<file path="config.mk">
export PLATFORM = sky130hd
export DESIGN_NAME = mul16_accumulator
export DESIGN_NICKNAME = d
export VERILOG_FILES = /design/src/rtl/mul16_accumulator.sv
export SDC_FILE = /design/constraint.sdc
export NUM_CORES = 1
export LEC_CHECK = 0
export CAP_MARGIN = 20
export CORE_ASPECT_RATIO = 0.7
export CORE_MARGIN = 2
export CORE_UTILIZATION = 30
export CTS_BUF_LIST = sky130_fd_sc_hd__clkbuf_8 sky130_fd_sc_hd__clkbuf_16
export CTS_CLUSTER_DIAMETER = 60
export DETAILED_ROUTE_END_ITERATION = 16
export DONT_BUFFER_PORTS = 1
export PLACE_DENSITY = 0.45
export SLEW_MARGIN = 20
export SYNTH_ARGS = -nofsm -noshare
export SYNTH_HDL_FRONTEND = slang
export SYNTH_SLANG_ARGS = --single-unit
</file>
<file path="constraint.sdc">
create_clock -name clk -period 5.8 [get_ports clk]
set_input_delay 0.58 -clock clk [delete_from_list [all_inputs] [get_ports clk]]
set_output_delay 0.58 -clock clk [all_outputs]
set_load 0.02 [all_outputs]
</file>
<file path="src/rtl/mul16_accumulator.sv">
// mul16_accumulator: accumulates the 32-bit products of a LATENCY-deep
// pipelined 16x16 multiplier into an ACC_W-bit sum and returns each sum
// through a valid/ready handshake.
// Build option: define MUL16ACC_SAT_EN to clamp the accumulator on overflow
// (the default build wraps modulo 2^ACC_W). res_ovf is set in both builds.
// ACC_W must be at least 33 so that a sign-extended product always fits.

module mul16_accumulator #(
   parameter int unsigned LATENCY = 4,
   parameter int unsigned ACC_W   = 40,
   parameter int unsigned CNT_W   = 16
) (
   input  logic              clk,
   input  logic              rst_n,
   input  logic              issue_valid,
   output logic              issue_ready,
   input  logic              issue_last,
   input  logic              issue_signed,
   input  logic [31:0]       product,
   output logic              res_valid,
   input  logic              res_ready,
   output logic [ACC_W-1:0]  res_data,
   output logic [CNT_W-1:0]  res_count,
   output logic              res_ovf
);

   localparam int unsigned EXT_W = ACC_W - 32;

`ifdef MUL16ACC_SAT_EN
   localparam logic [ACC_W-1:0] SMAX = {1'b0, {(ACC_W-1){1'b1}}};
   localparam logic [ACC_W-1:0] SMIN = {1'b1, {(ACC_W-1){1'b0}}};
`endif

   // Tag delay line, stage LATENCY-1 is the head.
   logic [LATENCY-1:0] vld_q, vld_d;
   logic [LATENCY-1:0] lst_q, lst_d;
   logic [LATENCY-1:0] sgn_q, sgn_d;

   // Running accumulation; cnt_q == 0 marks that the next beat is a first beat.
   logic [ACC_W-1:0]   acc_q, acc_d;
   logic [CNT_W-1:0]   cnt_q, cnt_d;
   logic               ovf_q, ovf_d;

   // Result holding registers.
   logic               res_valid_q, res_valid_d;
   logic [ACC_W-1:0]   res_data_q, res_data_d;
   logic [CNT_W-1:0]   res_count_q, res_count_d;
   logic               res_ovf_q, res_ovf_d;

   logic               last_in_flight_c;
   logic               accept_c;
   logic               head_vld_c, head_lst_c, head_sgn_c;
   logic [ACC_W-1:0]   ext_c;
   logic [ACC_W:0]     sum_c;
   logic               ovf_signed_c, ovf_beat_c;
   logic [ACC_W-1:0]   acc_nx_c;
   logic [CNT_W-1:0]   cnt_nx_c;
   logic               ovf_nx_c;

   // Issue backpressure: block while a last beat is in flight or a result is unread.
   always_comb begin
      last_in_flight_c = |(vld_q & lst_q);
      issue_ready      = rst_n && !last_in_flight_c && !(res_valid_q && !res_ready);
      accept_c         = issue_valid && issue_ready;
   end

   // Tag pipe advance; a non-accepted cycle enters a bubble.
   always_comb begin
      vld_d    = '0;
      lst_d    = '0;
      sgn_d    = '0;
      vld_d[0] = accept_c;
      lst_d[0] = accept_c & issue_last;
      sgn_d[0] = accept_c & issue_signed;
      for (int i = 1; i < int'(LATENCY); i++) begin
         vld_d[i] = vld_q[i-1];
         lst_d[i] = lst_q[i-1];
         sgn_d[i] = sgn_q[i-1];
      end
   end

   // Extend the head product, add it and flag overflow according to its signedness.
   always_comb begin
      head_vld_c   = vld_q[LATENCY-1];
      head_lst_c   = lst_q[LATENCY-1];
      head_sgn_c   = sgn_q[LATENCY-1];
      ext_c        = {{EXT_W{head_sgn_c & product[31]}}, product};
      sum_c        = {1'b0, acc_q} + {1'b0, ext_c};
      ovf_signed_c = (acc_q[ACC_W-1] == ext_c[ACC_W-1]) &&
                     (sum_c[ACC_W-1] != acc_q[ACC_W-1]);
      ovf_beat_c   = head_sgn_c ? ovf_signed_c : sum_c[ACC_W];

      acc_nx_c = acc_q;
      cnt_nx_c = cnt_q;
      ovf_nx_c = ovf_q;
      if (cnt_q == '0) begin
         acc_nx_c = ext_c;
         cnt_nx_c = CNT_W'(1);
         ovf_nx_c = 1'b0;
      end else begin
`ifdef MUL16ACC_SAT_EN
         if (ovf_beat_c) begin
            if (head_sgn_c) begin
               acc_nx_c = acc_q[ACC_W-1] ? SMIN : SMAX;
            end else begin
               acc_nx_c = '1;
            end
         end else begin
            acc_nx_c = sum_c[ACC_W-1:0];
         end
`else
         acc_nx_c = sum_c[ACC_W-1:0];
`endif
         cnt_nx_c = (&cnt_q) ? cnt_q : cnt_q + CNT_W'(1);
         ovf_nx_c = ovf_q | ovf_beat_c;
      end
   end

   // Next accumulator and result state; a landing last publishes the sum.
   always_comb begin
      acc_d       = acc_q;
      cnt_d       = cnt_q;
      ovf_d       = ovf_q;
      res_valid_d = res_valid_q;
      res_data_d  = res_data_q;
      res_count_d = res_count_q;
      res_ovf_d   = res_ovf_q;

      if (res_valid_q && res_ready) begin
         res_valid_d = 1'b0;
      end

      if (head_vld_c) begin
         acc_d = acc_nx_c;
         cnt_d = cnt_nx_c;
         ovf_d = ovf_nx_c;
         if (head_lst_c) begin
            cnt_d       = '0;
            res_valid_d = 1'b1;
            res_data_d  = acc_nx_c;
            res_count_d = cnt_nx_c;
            res_ovf_d   = ovf_nx_c;
         end
      end
   end

   // State registers with synchronous active-low reset.
   always_ff @(posedge clk) begin
      if (!rst_n) begin
         vld_q       <= '0;
         lst_q       <= '0;
         sgn_q       <= '0;
         acc_q       <= '0;
         cnt_q       <= '0;
         ovf_q       <= 1'b0;
         res_valid_q <= 1'b0;
         res_data_q  <= '0;
         res_count_q <= '0;
         res_ovf_q   <= 1'b0;
      end else begin
         vld_q       <= vld_d;
         lst_q       <= lst_d;
         sgn_q       <= sgn_d;
         acc_q       <= acc_d;
         cnt_q       <= cnt_d;
         ovf_q       <= ovf_d;
         res_valid_q <= res_valid_d;
         res_data_q  <= res_data_d;
         res_count_q <= res_count_d;
         res_ovf_q   <= res_ovf_d;
      end
   end

   assign res_valid = res_valid_q;
   assign res_data  = res_data_q;
   assign res_count = res_count_q;
   assign res_ovf   = res_ovf_q;

endmodule

</file>
---- After elaboration in Yosys (flattened, before gate mapping) ----
Index checks and enable logic that the tools add are counted.
storage, ports and cells
  bits in read-only memories .............. 0
  logic and storage cells ................. 41
  memories kept ........................... 0
  input port bits ......................... 38
  bits in registers ....................... 127
  bits in writable memories ............... 0
  latch bits .............................. 0
  output and inout port bits .............. 59
operators by class
  div/mod/pow operators ................... 0
  add/subtract/negate cells ............... 2
  mux-type cells .......................... 9
  reductions and logical operators ........ 13
  bitwise gates (word level) .............. 5
  multiply operators ...................... 0
  eq/ne operators ......................... 2
  magnitude comparators ................... 0
  shifts and indexed selects .............. 0
operators with widths
  operator                                                         count
  16-bit two-way mux                                               3
  40-bit by 40-bit adder with 41-bit output                        1
  40-bit two-way mux                                               1
  16-bit by 1-bit adder with 16-bit output, second input constant  1
  16-bit zero test                                                 1
  16-bit AND reduction                                             1
  1-bit logical AND                                                6
  1-bit two-way mux                                                5
  4-bit bitwise AND                                                1
  4-bit OR reduction                                               1
  1-bit bitwise AND                                                3
  1-bit zero test                                                  3
  2-bit AND reduction                                              1
  1-bit equality test                                              1
  1-bit inequality test                                            1
  1-bit OR                                                         1

---- Logic depth before layout (Yosys ltp) ----
Gate-level depths: netlist (run 1).
  depth after elaboration ................. 7
  gate-level depth with buffers ........... 13
  mapped depth without buffers ............ 12

---- Worst setup path before layout (run 1) ----
No wires, ideal clock.
  path kind ............................... input -> register
  start ................................... in product[24]
  end ..................................... reg res_ovf_q (netlist: res_ovf)
  arrival time ............................ 2.828 ns
  buffers on the path ..................... 0
  path slack .............................. 2.829 ns
  required time ........................... 5.657 ns
  library setup time ...................... 0.143 ns
  stages .................................. 10
  path through ............................ ha_1 a21o_1 a21o_1 a21o_1 a311o_1 a31oi_2 o41ai_4 xor2_1 a2111oi_1 a2111oi_2
between the ends
  cells in the longest elaborated chain, start to end .. 6
RTL lines
  element                                      line  RTL
  from (decl)                                  19    input logic [31:0] product,
  40-bit by 40-bit adder with 41-bit output *  88    sum_c = {1'b0, acc_q} + {1'b0, ext_c};
  1-bit inequality test                        90    (sum_c[ACC_W-1] != acc_q[ACC_W-1]);
  1-bit logical AND                            89    ovf_signed_c = (acc_q[ACC_W-1] == ext_c[ACC_W-1]) &&
  1-bit two-way mux *                          91    ovf_beat_c = head_sgn_c ? ovf_signed_c : sum_c[ACC_W];
  1-bit OR *                                   115   ovf_nx_c = ovf_q | ovf_beat_c;
  1-bit two-way mux *                          96    if (cnt_q == '0) begin
  to (signal assigned)                         170   res_ovf_q <= res_ovf_d;
  to (decl)                                    48    logic res_ovf_q, res_ovf_d;
Every way passes the cells marked *; elsewhere a longest branch is shown, timed or not.
A chain may end at the register's enable or synchronous reset.

---- Worst setup path after layout (run 1) ----
  start ................................... reg lst_q[3]
  end ..................................... out issue_ready
between the ends
  cells in the longest elaborated chain, start to end .. 5
RTL lines
  element                          line  RTL
  from (decl)                      36    logic [LATENCY-1:0] lst_q, lst_d;
  from (signal assigned)           162   lst_q <= lst_d;
  4-bit bitwise AND                62    last_in_flight_c = |(vld_q & lst_q);
  4-bit OR reduction               62
  1-bit zero test                  63    issue_ready = rst_n && !last_in_flight_c && !(res_valid_q && !res_ready);
  1-bit logical AND (2 in series)  63
  to (decl)                        16    output logic issue_ready,
No other way between the ends.

==> results of run 1 <==
cell type report:
type / instances / area (um^2) / share of cell area, %
clock buffers: 19 / 452.9 / 5.531
inverters: 19 / 71.32 / 0.8709
multi-input cells: 715 / 4506 / 55.02
clock inverters: 13 / 187.7 / 2.292
flip-flops and latches: 127 / 2544 / 31.06
repair buffers: 4 / 30.03 / 0.3667
well taps: 318 / 397.9 / 4.859
logic make-up after synthesis:
group / after synthesis / share of synthesized area [%]
compound gates: 311 / 28.22
xor+xnor: 42 / 5.020
mux: 13 / 1.776
simple gates: 306 / 18.90
buf+inv: 77 / 3.944
fa+ha+maj: 43 / 7.444
flops: 127 / 34.69
placed cells by master (no fill, tap or decap), types with 17 or more instances in the layout:
cell / n
a211oi_1: 53
a21oi_1: 80
a31oi_1: 23
clkbuf_16: 17
dfxtp_1: 126
ha_1: 42
inv_1: 17
nand2_1: 82
nor2_1: 124
nor3_1: 18
o21ai_0: 67
xnor2_1: 30
worst paths after layout:
path	from	depth (start not counted)	endpoint
hold reg to reg	sgn_q[2]	1	sgn_q[3]
hold / removal	issue_valid	1	vld_q[0]
setup reg to reg	acc_q[16]	9	res_data[36]
setup / recovery	lst_q[3]	3	issue_ready
metal layers:
layer	GRT usage [%]	up-vias	wire, um
met5	0	-	0
met4	4.436	0	206
met3	5.301	12	1389
met2	23.13	136	8446
met1	25.83	2952	11430
li1	-	3290	-
flip-flops by register name (all words and copies together) (netlist names):
name,cells
lst_q,4
res_data,40
res_valid,1
sgn_q,4
res_ovf,1
acc_q,40
res_count,16
ovf_q,1
vld_q,4
cnt_q,16
metrics by stage:
stage	setup WS, ns	utilization [%]	instances	total power, mW	instance area [um^2]
floorplan	2.829	-	919	1.017	7328
global placement	2.316	31.69	1183	1.047	7548
detailed placement	2.298	31.69	1183	1.046	7548
CTS	2.411	34.38	1215	2.223	8189
global route	2.197	34.38	1215	2.283	8189
finish	2.470	34.38	1215	2.198	8189
power groups by stage:
stage | Clock [mW] | Sequential, mW | Combinational (mW)
2_1_floorplan | 0 | 0.903 | 0.114
3_5_place_dp | 0 | 0.906 | 0.140
4_1_cts | 1.19 | 0.887 | 0.141
6_report | 1.17 | 0.887 | 0.141
5_1_grt | 1.24 | 0.887 | 0.160
3_3_place_gp | 0 | 0.906 | 0.141
worst max-delay path: stages, from the launching register on:
cell and delay, ns:
dfxtp_1 0.49, nand2_1 0.80, o21ai_0 0.30, a2111oi_2 0.72
==> reports/results.ini, run 1 <==
[clock_tree]
path_clk_slew_ns = 0.06
clk_latency_ns = 0.44
cts.sinks = 127
hold_buffers = 0
cts.repair.resized = 0
post_cts_buffers = 0
h-tree-depth = 4
ctsRootBufferMaster = clkbuf_16
cts_buffers = 17
cts_tree = done
clk_path_buf_depth = 2

[cells_and_area]
fillCellCount = 2517
area_growth_pct = 11.75
antennaDiodeCount = 0
final_nets = 965
drive_above_1_share_pct = 6.355

[die]
ios = 97
initial_utilization_pct = 30.77
fp.dieW_um = 190.8
dieArea_um2 = 25710
rows = 47
die_h_um = 134.8
core_um2 = 23820

[drt]
drc = 0
wirelength_mm = 21.47
num_vias = 6390
ant_nets = 0
avgViaCountPerCell = 5.259
drt_first_pass_iters = 7
drt_iter0_markers = 369
wl_per_cell_um = 17.67

[worst_setup_path]
required_ns = 5.22
path_class = reg2out
crit_arrival_ns = 2.75
reg2reg_slack_ns = 2.53
crit_fanout = 19
start_kind = register
worst_setup_path_end_kind = output port

[power]
swShare_pct = 23.87
p_switching_mw = 0.5247
ir_worst_vdd_v = 0.0002028
clockPowerShare_pct = 53.2
internal_power_mw = 1.673
p_leak_nw = 3.093
power_frac_seq_pct = 40.3
combPwrFrac_pct = 6.4
powerDensity_nw_per_um2 = 268.4

[logic_synthesis]
syn_nets = 1000
synth_cells = 919
yosysWarnings = 0
synth.distinct_cells = 66
synth.most_common_cell = dfxtp_1
seq_area_frac_synth_pct = 34.69
syn_avg_cell_area_um2 = 7.974
ys_seq_elements = 127
synth_edf_count = 0
synth_flop_cell = dfxtp_1
synth_top_area_share_pct = 34.69
synth_top_area_cell = dfxtp_1
async_reset_ff_share_pct = 0
netlist_top_cells_area = dfxtp_1 (35%), ha_1 (7.2%), nor2_1 (6.4%)
synthTopCellsByCount = dfxtp_1 (127), nor2_1 (124), nand2_1 (82)
syn_area_um2 = 7328

[sta]
slew_headroom_pct = 34.85
fmax_mhz = 300.3
hold_viol = 0
maxSlewViolCount = 0
skew_ns = 0.01512
setup_viol = 0
holdWs_ns = 0.2746
rsz0062_at_grt = false
setup-tns-final_ns = 0
final.min_clock_period_ns = 3.330
post-route-period-util_pct = 57.42
tightest_slew_ns = 0.9772

[placement]
dp_hpwl_mm = 14.74
numPortBuffers = 0
gp_congestion = 0.8682

[global_routing]
grt.overflow.total = 0
grt_pass1_wl_mm = 34.29
grt_pass1_vias = 5997
grt_antenna_before_repair = 0
grt_max_degree = 97
grtUsageTotal_pct = 17.15

[status]
status = finished, final reports clean

[flow_run]
cap_violations = 0

[hold_path]
min_path_type = in2reg

Note: power is estimated with default switching activity, not from simulation.
==> run 2: changes to the inputs <==
--- a/config.mk
+++ b/config.mk
@@ -13,7 +13,7 @@
 export CTS_CLUSTER_DIAMETER = 60
 export DETAILED_ROUTE_END_ITERATION = 16
 export DONT_BUFFER_PORTS = 1
-export PLACE_DENSITY = 0.45
+export PLACE_DENSITY = 0.46
 export SLEW_MARGIN = 20
 export SYNTH_ARGS = -nofsm -noshare
 export SYNTH_HDL_FRONTEND = slang
==> constraint.sdc (replaced) <==
create_clock -name clk -period 2.7 [get_ports clk]
set_input_delay 0.27 -clock clk [delete_from_list [all_inputs] [get_ports clk]]
set_output_delay 0.27 -clock clk [all_outputs]
set_load 0.02 [all_outputs]
==> reports/results.ini, run 2 (synthesis results as in run 1) <==
[clock_tree]
h-tree-depth = 4  ; unchanged
clk_path_buf_depth = 2  ; unchanged
cts_tree = done
ctsRootBufferMaster = clkbuf_16
cts_buffers = 17  ; unchanged
path_clk_slew_ns = 0.06  ; about the same
cts.sinks = 127  ; unchanged
clk_latency_ns = 0.43  ; about the same

[global_routing]
grt_max_degree = 46  ; -53%
grt_antenna_before_repair = 0  ; unchanged
grt_pass1_vias = 6502  ; +8.4%
grt.overflow.total = 0  ; unchanged
grt_pass1_wl_mm = 36.15  ; +5.4%
grtUsageTotal_pct = 17.91  ; +0.76 points

[sta]
hold_viol = 0  ; unchanged
layout_setup_ws_ns = -0.1392  ; -2.609 ns
rsz0062_at_grt = true
skew_ns = 0.01247  ; -0.002652 ns
maxSlewViolCount = 0  ; unchanged
final.min_clock_period_ns = 2.839
holdWs_ns = 0.07763  ; -0.1970 ns
post-route-period-util_pct = 105.2
tightest_slew_ns = 0.8473  ; -0.1299 ns
setup_viol = 9  ; +9
setup-tns-final_ns = -0.8300  ; -0.8300 ns
slew_headroom_pct = 43.40  ; +8.5 points
fmax_mhz = 352.2

[worst_setup_path]
path_buf_inv = 2  ; +2
required_ns = 3.06  ; -2.16 ns
worst_setup_path_end_kind = register
critPathTopFamily = compound AO/OA/AOI/OAI gates
cp_cell_sequence = ha_4 > and4_1 > a221oi_2 > o21ai_2 > o211ai_2 > nand4_1 > a211oi_2 > buf_4 > buf_6 > o311a_1 > o41ai_2 > a21oi_1
reg2reg_depth = 12  ; +3
crit_arrival_ns = 3.20  ; +0.45 ns
start_kind = register
slowest_delay_ns = 0.36  ; -0.44 ns
path_class = reg2reg
cp.depth = 12  ; +9
crit_fanout = 6  ; -13
cp_slowest_cell = a211oi_2

[drt]
wl_per_cell_um = 17.25  ; -2.4%
num_vias = 6814  ; +6.6%
drc = 0  ; unchanged
ant_nets = 0  ; unchanged
avgViaCountPerCell = 5.162  ; -1.8%
drt_first_pass_iters = 5  ; -2
drt_iter0_markers = 479  ; +30%
wirelength_mm = 22.78  ; +6.1%

[die]
initial_utilization_pct = 30.77  ; unchanged
die_h_um = 134.8  ; unchanged
ios = 97  ; unchanged
core_um2 = 23820  ; unchanged
fp.dieW_um = 190.8  ; unchanged
dieArea_um2 = 25710  ; unchanged
rows = 47  ; unchanged

[power]
powerDensity_nw_per_um2 = 519.8  ; +94%
p_leak_nw = 3.638  ; +18%
ir_worst_vdd_v = 0.0004481  ; +120%

[cells_and_area]
antennaDiodeCount = 0  ; unchanged
fillCellCount = 2401  ; -4.6%
final_common_cell = nor2_1
fin_cells = 1320  ; +8.6%
drive_above_1_share_pct = 21.46  ; +15 points
postLayoutCellArea_um2 = 9503  ; +16%
final_nets = 1070  ; +11%
area_growth_pct = 29.67
final_cell_mix = nor2_1 (122), dfxtp_1 (121), buf_4 (96)
multi_input_area_um2 = 4940  ; +9.6%
ff_latch_area_um2 = 2550  ; +0.25%

[hold_path]
min_path_cells = 2  ; +1
min_path_type = in2reg

[placement]
numPortBuffers = 0  ; unchanged
gp_congestion = 0.8659  ; -0.26%
dp_hpwl_mm = 16.48  ; +12%
placed_area_um2 = 8234  ; +9.1%
dp.cells = 1271  ; +7.4%

[flow_run]
cap_violations = 0  ; unchanged

[status]
failed_checks = setup timing
status = finished, violations left

## run 2: cell types whose count changed in the layout (fill, tap and decap cells not counted), sizes merged
cell and delta:
bufinv +1, inv +3, clkinv -2, buf +98
dlygate4sd3 +7, clkbuf -2
## run 2: through the flow
stage | setup WS [ns] | power (mW) | utilization, %
6_report | -0.1392 | 4.940 | 39.90
5_1_grt | -0.2605 | 5.144 | 39.90
4_1_cts | -0.06616 | 4.978 | 38.77
3_5_place_dp | -0.3060 | 2.315 | 34.57
3_3_place_gp | -0.2738 | 2.318 | 34.57
2_1_floorplan | 0.02788 | 2.185 | -
## run 2: repair_timing
item / in CTS / in global routing
buffers inserted: 5 / 8
setup endpoints to repair: 30 / 44
resized for setup: 41 / 41
hold buffers: 8 / 0
pin swaps: 26 / 38
hold endpoints to repair: 45 / 0
## run 2: layer usage
layer / up-vias / GRT usage, % / share of wire [%]
li1: 3498 / - / -
met1: 3157 / 26.19 / 53
met4: 0 / 4.953 / 1.3
met5: - / 0 / 0
met2: 140 / 25.02 / 40
met3: 19 / 5.483 / 6.1
## run 2: worst paths after layout
kind / slack [ns] / from / to
max: -0.14 / acc_q[9] / res_data[38]
min: 0.08 / product[27] / acc_q[27]
max reg2reg: -0.14 / acc_q[9] / res_data[38]
min reg2reg: 0.43 / sgn_q[1] / sgn_q[2]
## run 2: where the power goes
group	leakage, nW	internal, mW	total, mW	switching, mW
Clock	0.311	1.65	2.60	0.947
Sequential	1.03	1.89	1.91	0.0146
Combinational	2.30	0.194	0.435	0.241
## run 2: final cells by class
cell class	instances	area share [%]
clock buffer	17	4.477
clock inverter	15	2.462
inverter	19	0.7505
multi-input combinational	715	51.98
sequential	127	26.83
tap	318	4.187
timing repair buffer	109	9.309
